<file path="config.mk">
export PLATFORM = sky130hd
export DESIGN_NAME = data_mem_arbiter
export DESIGN_NICKNAME = d
export VERILOG_FILES = /design/src/rtl/data_mem_arbiter.sv
export SDC_FILE = /design/constraint.sdc
export NUM_CORES = 1
export LEC_CHECK = 0
export ABC_AREA = 1
export CAP_MARGIN = 10
export CORE_AREA = 2 2 126 128
export DETAILED_ROUTE_END_ITERATION = 12
export DIE_AREA = 0 0 128 130
export HOLD_SLACK_MARGIN = 0.12
export PLACE_DENSITY = 0.74
export SLEW_MARGIN = 20
export SYNTH_ARGS = -nofsm -noshare
export SYNTH_HDL_FRONTEND = slang
export SYNTH_SLANG_ARGS = --single-unit
</file>
<file path="constraint.sdc">
create_clock -name sys_clk -period 3.8 [get_ports sys_clk]
set_clock_uncertainty 0.1 [all_clocks]
set_input_delay 0.76 -clock sys_clk [delete_from_list [all_inputs] [get_ports sys_clk]]
set_output_delay 0.76 -clock sys_clk [all_outputs]
set_load 0.005 [all_outputs]
</file>
<file path="src/rtl/data_mem_arbiter.sv">
// data_mem_arbiter
//   Shares the single data-memory port between the CPU data interface and the
//   DMA engine. The CPU normally has priority. The DMA is served when the CPU
//   is idle, when it has been refused MAX_WAIT times in a row, or for a short
//   locked burst of up to MAX_BURST grants. The grant is decided
//   combinationally in the cycle of the request. The memory behind this block
//   is clocked on the falling edge, so read data comes back in the grant
//   cycle.
//
// Ports
//   sys_clk, rst_sync       clock (rising edge), asynchronous active-high reset
//   cpu_ce/wbe/addr/wdata   CPU request; cpu_wbe == 0 means a read
//   cpu_rdata, cpu_wait     CPU read data, request refused this cycle
//   dma_req/lock/we/addr/wdata  DMA request, burst lock, word write
//   dma_rdata, dma_gnt      DMA read data, DMA served this cycle
//   mem_ce/wbe/addr/wdata   memory-side request
//   mem_rdata               memory read data
//   conflict_cnt            saturating count of cycles with cpu_wait = 1
module data_mem_arbiter #(
  parameter int DATA_WIDTH = 32,
  parameter int ADDR_WIDTH = 32,
  parameter int MAX_WAIT   = 4,
  parameter int MAX_BURST  = 8
) (
  input  logic                  sys_clk,
  input  logic                  rst_sync,
  input  logic                  cpu_ce,
  input  logic [3:0]            cpu_wbe,
  input  logic [ADDR_WIDTH-1:0] cpu_addr,
  input  logic [DATA_WIDTH-1:0] cpu_wdata,
  output logic [DATA_WIDTH-1:0] cpu_rdata,
  output logic                  cpu_wait,
  input  logic                  dma_req,
  input  logic                  dma_lock,
  input  logic                  dma_we,
  input  logic [ADDR_WIDTH-1:0] dma_addr,
  input  logic [DATA_WIDTH-1:0] dma_wdata,
  output logic [DATA_WIDTH-1:0] dma_rdata,
  output logic                  dma_gnt,
  output logic                  mem_ce,
  output logic [3:0]            mem_wbe,
  output logic [ADDR_WIDTH-1:0] mem_addr,
  output logic [DATA_WIDTH-1:0] mem_wdata,
  input  logic [DATA_WIDTH-1:0] mem_rdata,
  output logic [15:0]           conflict_cnt
);

  localparam logic [3:0] MAX_WAIT_C  = 4'(MAX_WAIT);
  localparam logic [7:0] MAX_BURST_C = 8'(MAX_BURST);

  typedef enum logic {NORMAL = 1'b0, LOCK = 1'b1} state_t;

  state_t      state, state_nxt;
  logic [3:0]  wait_cnt, wait_cnt_nxt;
  logic [7:0]  burst_cnt, burst_cnt_nxt;
  logic        cool, cool_nxt;
  logic [15:0] conflict_q, conflict_nxt;
  logic        cpu_gnt, dma_gnt_i;

  function automatic logic [3:0] sat_inc_wait(input logic [3:0] v, input logic [3:0] lim);
    return (v >= lim) ? lim : v + 4'd1;
  endfunction

  function automatic logic [15:0] sat_inc_conflict(input logic [15:0] v);
    return (v == 16'hFFFF) ? v : v + 16'd1;
  endfunction

  // State register
  always_ff @(posedge sys_clk or posedge rst_sync) begin
    if (rst_sync) begin
      state      <= NORMAL;
      wait_cnt   <= '0;
      burst_cnt  <= '0;
      cool       <= 1'b0;
      conflict_q <= '0;
    end else begin
      state      <= state_nxt;
      wait_cnt   <= wait_cnt_nxt;
      burst_cnt  <= burst_cnt_nxt;
      cool       <= cool_nxt;
      conflict_q <= conflict_nxt;
    end
  end

  // Next-state and counter update
  always_comb begin
    state_nxt     = state;
    burst_cnt_nxt = burst_cnt;
    cool_nxt      = 1'b0;
    conflict_nxt  = cpu_wait ? sat_inc_conflict(conflict_q) : conflict_q;
    // A refused DMA request ages; any grant or a dropped request clears it.
    wait_cnt_nxt  = (dma_req && !dma_gnt_i) ? sat_inc_wait(wait_cnt, MAX_WAIT_C) : 4'd0;
    case (state)
      NORMAL: begin
        // cool keeps the cycle after a full burst for the CPU.
        if (dma_gnt_i && dma_lock && !cool) begin
          state_nxt     = LOCK;
          burst_cnt_nxt = 8'd1;
        end
      end
      LOCK: begin
        if (dma_gnt_i) burst_cnt_nxt = burst_cnt + 8'd1;
        if (dma_gnt_i && burst_cnt == MAX_BURST_C) begin
          state_nxt = NORMAL;
          cool_nxt  = 1'b1;
        end else if (!dma_req || !dma_lock) begin
          state_nxt = NORMAL;
        end
      end
      default: state_nxt = NORMAL;
    endcase
  end

  // Grant decision and memory-port mux
  always_comb begin
    cpu_gnt   = 1'b0;
    dma_gnt_i = 1'b0;
    if (!rst_sync) begin
      if (state == LOCK) begin
        if (dma_req)     dma_gnt_i = 1'b1;
        else if (cpu_ce) cpu_gnt   = 1'b1;
      end else begin
        if (dma_req && wait_cnt == MAX_WAIT_C) dma_gnt_i = 1'b1;
        else if (cpu_ce)                       cpu_gnt   = 1'b1;
        else if (dma_req)                      dma_gnt_i = 1'b1;
      end
    end
    dma_gnt      = dma_gnt_i;
    cpu_wait     = cpu_ce & ~cpu_gnt & ~rst_sync;
    mem_ce       = cpu_gnt | dma_gnt_i;
    mem_wbe      = cpu_gnt ? cpu_wbe : (dma_gnt_i ? {4{dma_we}} : 4'b0000);
    // Address and data follow the CPU unless the DMA owns the port.
    mem_addr     = dma_gnt_i ? dma_addr  : cpu_addr;
    mem_wdata    = dma_gnt_i ? dma_wdata : cpu_wdata;
    cpu_rdata    = mem_rdata;
    dma_rdata    = mem_rdata;
    conflict_cnt = rst_sync ? 16'h0000 : conflict_q;
  end

endmodule

</file>
Yosys cells after proc, flatten, opt, wreduce, memory -nomap -nowiden:

Index checks and enable logic that the tools add are counted.

* reductions and logical operators: 12
* magnitude comparators: 1
* bitwise gates (word level): 7
* equality and inequality tests: 5
* add/subtract/negate cells: 3
* mux-type cells: 26

Operator list (count)
* 32-bit two-way mux: 2
* 16-bit by 1-bit adder with 16-bit output (second input constant): 1
* 16-bit == test (second input constant): 1
* 16-bit two-way mux: 1
* 4-bit two-way mux: 4
* 8-bit two-way mux: 2
* 8-bit case mux with 2 select lines: 1
* 1-bit two-way mux: 15
* 8-bit by 1-bit adder with 8-bit output (second input constant): 1
* 8-bit by 4-bit == test with 1-bit output (second input constant): 1
* 1-bit logical AND: 5
* 4-bit by 1-bit adder with 4-bit output (second input constant): 1
* 4-bit by 3-bit == test with 1-bit output (second input constant): 1
* 4-bit by 3-bit greater-or-equal comparator with 1-bit output (second input constant): 1
* 1-bit logical NOT: 4
* 1-bit inverter: 4
* 2-bit AND reduction: 2
* 1-bit bitwise AND: 2
* 2-bit by 1-bit != test with 1-bit output (second input constant): 1
* 2-bit != test (second input constant): 1
* 1-bit case mux with 2 select lines: 1
* 1-bit logical OR: 1
* 1-bit bitwise OR: 1

* output and inout port bits: 151
* bits of input ports: 170
* word-level logic and storage cells: 59
* flip-flop bits (word level): 30

Logic depth before layout (Yosys ltp):

Gate-level depths: netlist of the first run.

* depth in word-level cells: 9
* gate-level depth with buffers: 10
* mapped depth without buffers: 9

Worst setup path before layout of the first run:

OpenSTA, ideal clock, no wires.

* path kind: input to register
* from: input port rst_sync
* to: register burst_cnt[0]
* buffers on the path: 1
* stages: 6
* data required time: 3.635 ns
* slack: 1.455 ns
* data arrival time: 2.180 ns
* path through: buf_6 inv_1 nand3_1 nand2_1 o21ai_0 nand2_1

* longest elaborated chain between the ends: 5

Ends and longest elaborated chain
* start: declaration: line 26 `input logic rst_sync,`
* 1-bit two-way mux (*): line 118 `if (!rst_sync) begin`
* 1-bit logical AND (2 in a row): line 96 `if (dma_gnt_i && dma_lock && !cool) begin`
* 2-bit != test (no source line)
* 2-bit AND reduction (no source line) (*)
* end signal: assignment: line 79 `burst_cnt <= burst_cnt_nxt;`
* end: declaration: line 55 `logic [7:0] burst_cnt, burst_cnt_nxt;`

Every way passes the cells marked *; elsewhere a longest branch is shown, timed or not.
A chain may end at the register's enable or synchronous reset.

Worst setup path in the final report of the first run:

* from: input port dma_req
* to: output port mem_wdata[14]

* longest elaborated chain between the ends: 6

Ends and longest elaborated chain
* start: declaration: line 33 `input logic dma_req,`
* 1-bit two-way mux: line 120, 125
* 1-bit two-way mux: line 124 `else if (cpu_ce) cpu_gnt = 1'b1;`
* 1-bit two-way mux: line 123 `if (dma_req && wait_cnt == MAX_WAIT_C) dma_gnt_i = 1'b1;`
* 1-bit two-way mux (*): line 119 `if (state == LOCK) begin`
* 1-bit two-way mux (*): line 118
* 32-bit two-way mux (*): line 134 `mem_wdata = dma_gnt_i ? dma_wdata : cpu_wdata;`
* end: declaration: line 43 `output logic [DATA_WIDTH-1:0] mem_wdata,`

Marks and branches as above.

==> flow_summary.yaml, run 1 <==
outcome:
  outcome: "completed"
cells_and_area:
  multiInputGateArea_um2: 1780
  nets: 880
  fillers: 1624
  n_antenna_cell: 0
  final-seq-area_um2: 751
  synthToLayoutAreaGrowth_pct: 64.8
  drive_gt1_share_pct: 5.38
synthesis:
  ys.warnings.count: 0
  synth_top_area_share_pct: 31.8
  syn_nets: 722
  synthCells: 547
  async_flop_share_pct: 100
  syn_area_um2: 3280
  synth_edf_count: 0
  ys_ff_latch: 30
  ys_top_cells_by_area: "nand2_1 32%, dfrtp_1 23%, buf_4 15%"
  avgSynthCellArea_um2: 6.00
  synth_cell_types: 25
  yosys.area.top_type: "nand2_1"
  yosysMostFrequentCell: "nand2_1"
  ys_seq_area_share_pct: 22.9
  synth.top_cells.by_count: "278 x nand2_1, 64 x buf_4, 40 x nor2_1, 36 x inv_1, 30 x dfrtp_1"
  synth_ff_type: "dfrtp_1"
routing:
  ant_nets: 0
  drc: 0
  finalWirelength_mm: 16.2
  avgRoutedWirePerCell_um: 18.1
  via_per_inst: 4.20
  drt_iter0_drc: 219
  vias: 3774
  first_pass_iters: 5
global_routing:
  antenna_found_initial: 0
  gr-usage-met3_pct: 19.2
  grt_max_degree: 62
  grt_pass1_wl_mm: 21.6
  use_met2_pct: 20.7
  gr-total-overflow: 0
  grt_pass1_vias: 3426
  grt_use_total_pct: 18.1
  grt_use_met1_pct: 22.2
  gr-max-usage-layer: "met1"
hold_path:
  hold_depth: 1
  hold_class: "flop to flop"
  hold_start: "wait_cnt[0]"
  hold_end: "wait_cnt[0]"
worst_setup_path:
  worstPathRequired_ns: 2.94
  reg2reg_from: "wait_cnt[0]"
  r2r_cells: 9
  start_kind: "primary input"
  end_kind: "output port"
  arrival_ns: 2.80
  r2r_slack_ns: 1.89
  crit_path_max_fanout: 37
  r2r-end: "conflict_q[15]"
  path_class: "primary input to output port"
timing:
  fin_crit_ns: 3.66
  fmax_mhz: 274
  hold_ws_ns: 0.371
  setup_tns_ns: 0
  grt_setup_unrepaired: "false"
  timing.final.crit_share_pct: 96.2
  finalHoldViolations: 0
  slew_violations: 0
  setup_viol: 0
floorplan:
  fp.dieW_um: 128
  rows: 46
  die_h_um: 130
  start_util_pct: 21.3
  fp.dieArea_um2: 16600
  fp.coreArea_um2: 15400
  io_pins: 321
power_and_ir_drop:
  leakage_nw: 2.58
  ir_worst_vdd_v: 0.000155
  power_w: 0.00160
  powerDensity_nw_per_um2: 296
cts:
  hold_buffers: 0
  root_buffer: "clkbuf_16"
  clockBufferDepth: 2
  cts_tree: "done"
  cts.sinks: 30
  cts-resized-gates: 0
  htreeDepth: 2
  clk_pin_slew_ns: 0.05
  clk_latency_ns: 0.28
  cts_setup_buffers: 0
  cts_made_buffers: 5
run:
  drv_cap: 0
placement:
  post-dp-hpwl_mm: 13.8
  gp_congestion: 0.843
  io_buffers: 224
layout make-up:
type	instances	share of cell area, %
inverters	38	2.64
flip-flops and latches	30	13.9
multi-input cells	397	32.9
clock buffers	7	2.64
repair buffers	233	43.4
well taps	192	4.44
clock inverters	1	0.0925
worst max-delay path, cell delays in order:
cell	delay [ns]
clkdlybuf4s50_1	0.50
inv_2	0.05
nor2_2	0.12
nand2_2	0.13
inv_2	0.12
buf_12	0.20
buf_12	0.16
nand2_1	0.05
nand2_1	0.13
clkdlybuf4s50_1	0.55
kinds of logic after synthesis:
group / after synthesis / share of synthesized area, %
and+or+nand+nor: 360 / 45.3
buffers and inverters: 120 / 23.0
DFF: 30 / 22.9
AOI/OAI and AO/OA: 23 / 4.65
xor gates and xnor gates: 8 / 2.14
adders and majority gates: 5 / 1.91
other: 1 / 0.114
registers in the layout, summed over array words and instances, names as in the netlist:
| register | cells |
|---|---|
| conflict_q | 16 |
| burst_cnt | 8 |
| wait_cnt | 4 |
| cool | 1 |
| state | 1 |
worst max path at each step:
stage / from / to / cells past startpoint
6_report: dma_req / mem_wdata[14] / 10
5_1_grt: dma_req / mem_wdata[2] / 10
4_1_cts: dma_req / mem_wdata[13] / 10
3_5_place_dp: dma_req / mem_wdata[13] / 10
3_3_place_gp: dma_req / mem_wdata[21] / 10
2_1_floorplan: rst_sync / burst_cnt[0] / 6
metal layers:
layer	share of wire (%)	routed length, um
met4	1.8	293
met5	0	0
met3	23	3750
met2	35	5730
met1	40	6450
cell usage in the layout, fill, tap and decap left out, drive strengths merged, types with 2 or more instances in the layout:
cell type | Yosys | final
buf | 80 | 9
clkbuf | 2 | 7
clkdlybuf4s50 | 0 | 224
dfrtp | 30 | 30
ha | 5 | 5
inv | 38 | 38
nand2 | 280 | 280
nand3 | 24 | 24
nand3b | 2 | 2
nand4 | 4 | 4
nor2 | 46 | 46
nor3 | 4 | 4
o21ai | 22 | 22
xor2 | 8 | 8
per-stage QoR:
stage                     util [%]  worst slack (ns)  instance area, um2  std cells
final                         35.1             0.144                5410        898
after global routing          35.1            0.0220                5410        898
after CTS                     35.1             0.138                5410        898
after detailed placement      34.1             0.155                5260        890
after global placement        34.1             0.180                5260        890
after floorplan                  -              1.45                3280        547
where the power goes:
part | total, W | internal, W | leakage, nW | switching [W]
sequential | 0.000450 | 0.000383 | 0.385 | 0.0000669
clock | 0.000400 | 0.000259 | 0.0739 | 0.000141
combinational | 0.000754 | 0.000407 | 2.12 | 0.000347
(Power assumes the default switching activity.)
==> run 2, diff against run 1 <==
--- a/config.mk
+++ b/config.mk
@@ -11,6 +11,7 @@
 export DETAILED_ROUTE_END_ITERATION = 12
 export DIE_AREA = 0 0 128 130
 export HOLD_SLACK_MARGIN = 0.12
+export MAX_ROUTING_LAYER = met4
 export PLACE_DENSITY = 0.74
 export SLEW_MARGIN = 20
 export SYNTH_ARGS = -nofsm -noshare
==> run 2 against run 1 <==
  * Global-route usage grew 0.60 points
  * Core utilization is the same
  * Routed wire length is essentially flat
  * Combinational power is essentially flat
  * First-iteration DRC count grew 1.4%
  * Count of clock-buffer cells in the layout is the same
  * Setup slack gained 0.012 ns
==> flow_summary.yaml, run 2 (synthesis results as in run 1) <==
timing:
  setup_viol: 0
  finalHoldViolations: 0
  timing.final.crit_share_pct: 95.9
  fin_crit_ns: 3.64
  slew_violations: 0
  setup_tns_ns: 0
  fmax_mhz: 274
  grt_setup_unrepaired: "false"
routing:
  wl_met1_mm: 6.56
  wl_met3_mm: 3.72
  top_layer: "met4"
  vias: 3785
  dr_wl_met2_mm: 5.68
  via_per_inst: 4.21
  avgRoutedWirePerCell_um: 18.1
  drc: 0
  first_pass_iters: 5
  drt_iter0_drc: 222
  ant_nets: 0
  finalWirelength_mm: 16.2
global_routing:
  gr-total-overflow: 0
  grt_pass1_vias: 3428
  grt_max_degree: 62
  grt_use_total_pct: 18.7
  grt_pass1_wl_mm: 21.6
  antenna_found_initial: 0
cts:
  clk_latency_ns: 0.28
  cts_setup_buffers: 0
  cts_tree: "done"
  cts-resized-gates: 0
  cts.sinks: 30
  hold_buffers: 0
  htreeDepth: 2
  root_buffer: "clkbuf_16"
  clk_pin_slew_ns: 0.05
  cts_made_buffers: 5
  clockBufferDepth: 2
cells_and_area:
  largest_register_ffs: 16
  final-seq-area_um2: 751
  final_common_cell: "nand2_1"
  n_antenna_cell: 0
  layout_common_cells: "277 x nand2_1, 224 x clkdlybuf4s50_1, 40 x nor2_1, 36 x inv_1, 30 x dfrtp_1"
  multiInputGateArea_um2: 1780
  fillers: 1624
  layoutNonFillerInstCount: 898
  drive_gt1_share_pct: 5.38
  synthToLayoutAreaGrowth_pct: 64.8
  nets: 880
  reg_top3: "conflict_q: 16 flops, burst_cnt: 8 flops, wait_cnt: 4 flops"
  utilization_pct: 35.1
  top_register: "conflict_q"
placement:
  io_buffers: 224
  gp_congestion: 0.856
  post-dp-hpwl_mm: 13.8
  dp.cells: 890
worst_setup_path:
  path_class: "primary input to output port"
  reg2reg_from: "wait_cnt[0]"
  arrival_ns: 2.78
  crit_end: "mem_wdata[14]"
  crit_path_max_fanout: 37
  r2r_slack_ns: 1.89
  r2r-end: "conflict_q[15]"
  start_kind: "primary input"
  startpoint: "dma_req"
  r2r_cells: 9
  end_kind: "output port"
  worstPathRequired_ns: 2.94
floorplan:
  rows: 46
  die_h_um: 130
  fp.dieW_um: 128
  io_pins: 321
  fp.dieArea_um2: 16600
  start_util_pct: 21.3
  fp.coreArea_um2: 15400
power_and_ir_drop:
  powerDensity_nw_per_um2: 296
  power_w: 0.00160
  leakage_nw: 2.58
  ir_worst_vdd_v: 0.000156
hold_path:
  hold_class: "flop to flop"
  hold_start: "wait_cnt[0]"
outcome:
  outcome: "completed"
run:
  drv_cap: 0
run 2: final cells by class:
cell class              count  share of cell area (%)
clock inverters             1                  0.0925
inverters                  38                    2.64
well taps                 192                    4.44
flip-flops and latches     30                    13.9
repair buffers            233                    43.4
multi-input cells         397                    32.9
clock buffers               7                    2.64
run 2: through the flow:
stage | instance area, um2 | worst slack (ns) | hold slack [ns]
CTS | 5410 | 0.138 | 0.377
global route | 5410 | 0.0213 | 0.395
detailed placement | 5260 | 0.155 | 0.370
finish | 5410 | 0.156 | 0.370
global placement | 5260 | 0.180 | 0.354
floorplan | 3280 | 1.45 | 0.338
run 2: worst max-delay path, stage by stage:
cell	delay (ns)
clkdlybuf4s50_1	0.50
inv_2	0.05
nor2_2	0.12
nand2_2	0.13
inv_2	0.12
buf_12	0.20
buf_12	0.16
nand2_1	0.05
nand2_1	0.12
clkdlybuf4s50_1	0.54
run 2: worst min path at each step:
stage / to / cells after the start
after floorplan: wait_cnt[0] / 1
after global placement: wait_cnt[0] / 1
after detailed placement: wait_cnt[0] / 1
after CTS: wait_cnt[0] / 1
after global routing: wait_cnt[0] / 1
final: wait_cnt[0] / 1
run 2: power by group:
part           internal [W]  switching, W
combinational      0.000407      0.000347
sequential         0.000383     0.0000668
clock              0.000259      0.000140
total               0.00105      0.000554
run 2: metal layers:
metal / vias to the layer above / global-route usage [%]
met5: - / -
li1: 1910 / -
met3: 29 / 19.6
met2: 191 / 20.8
met1: 1655 / 22.3
met4: 0 / 3.75
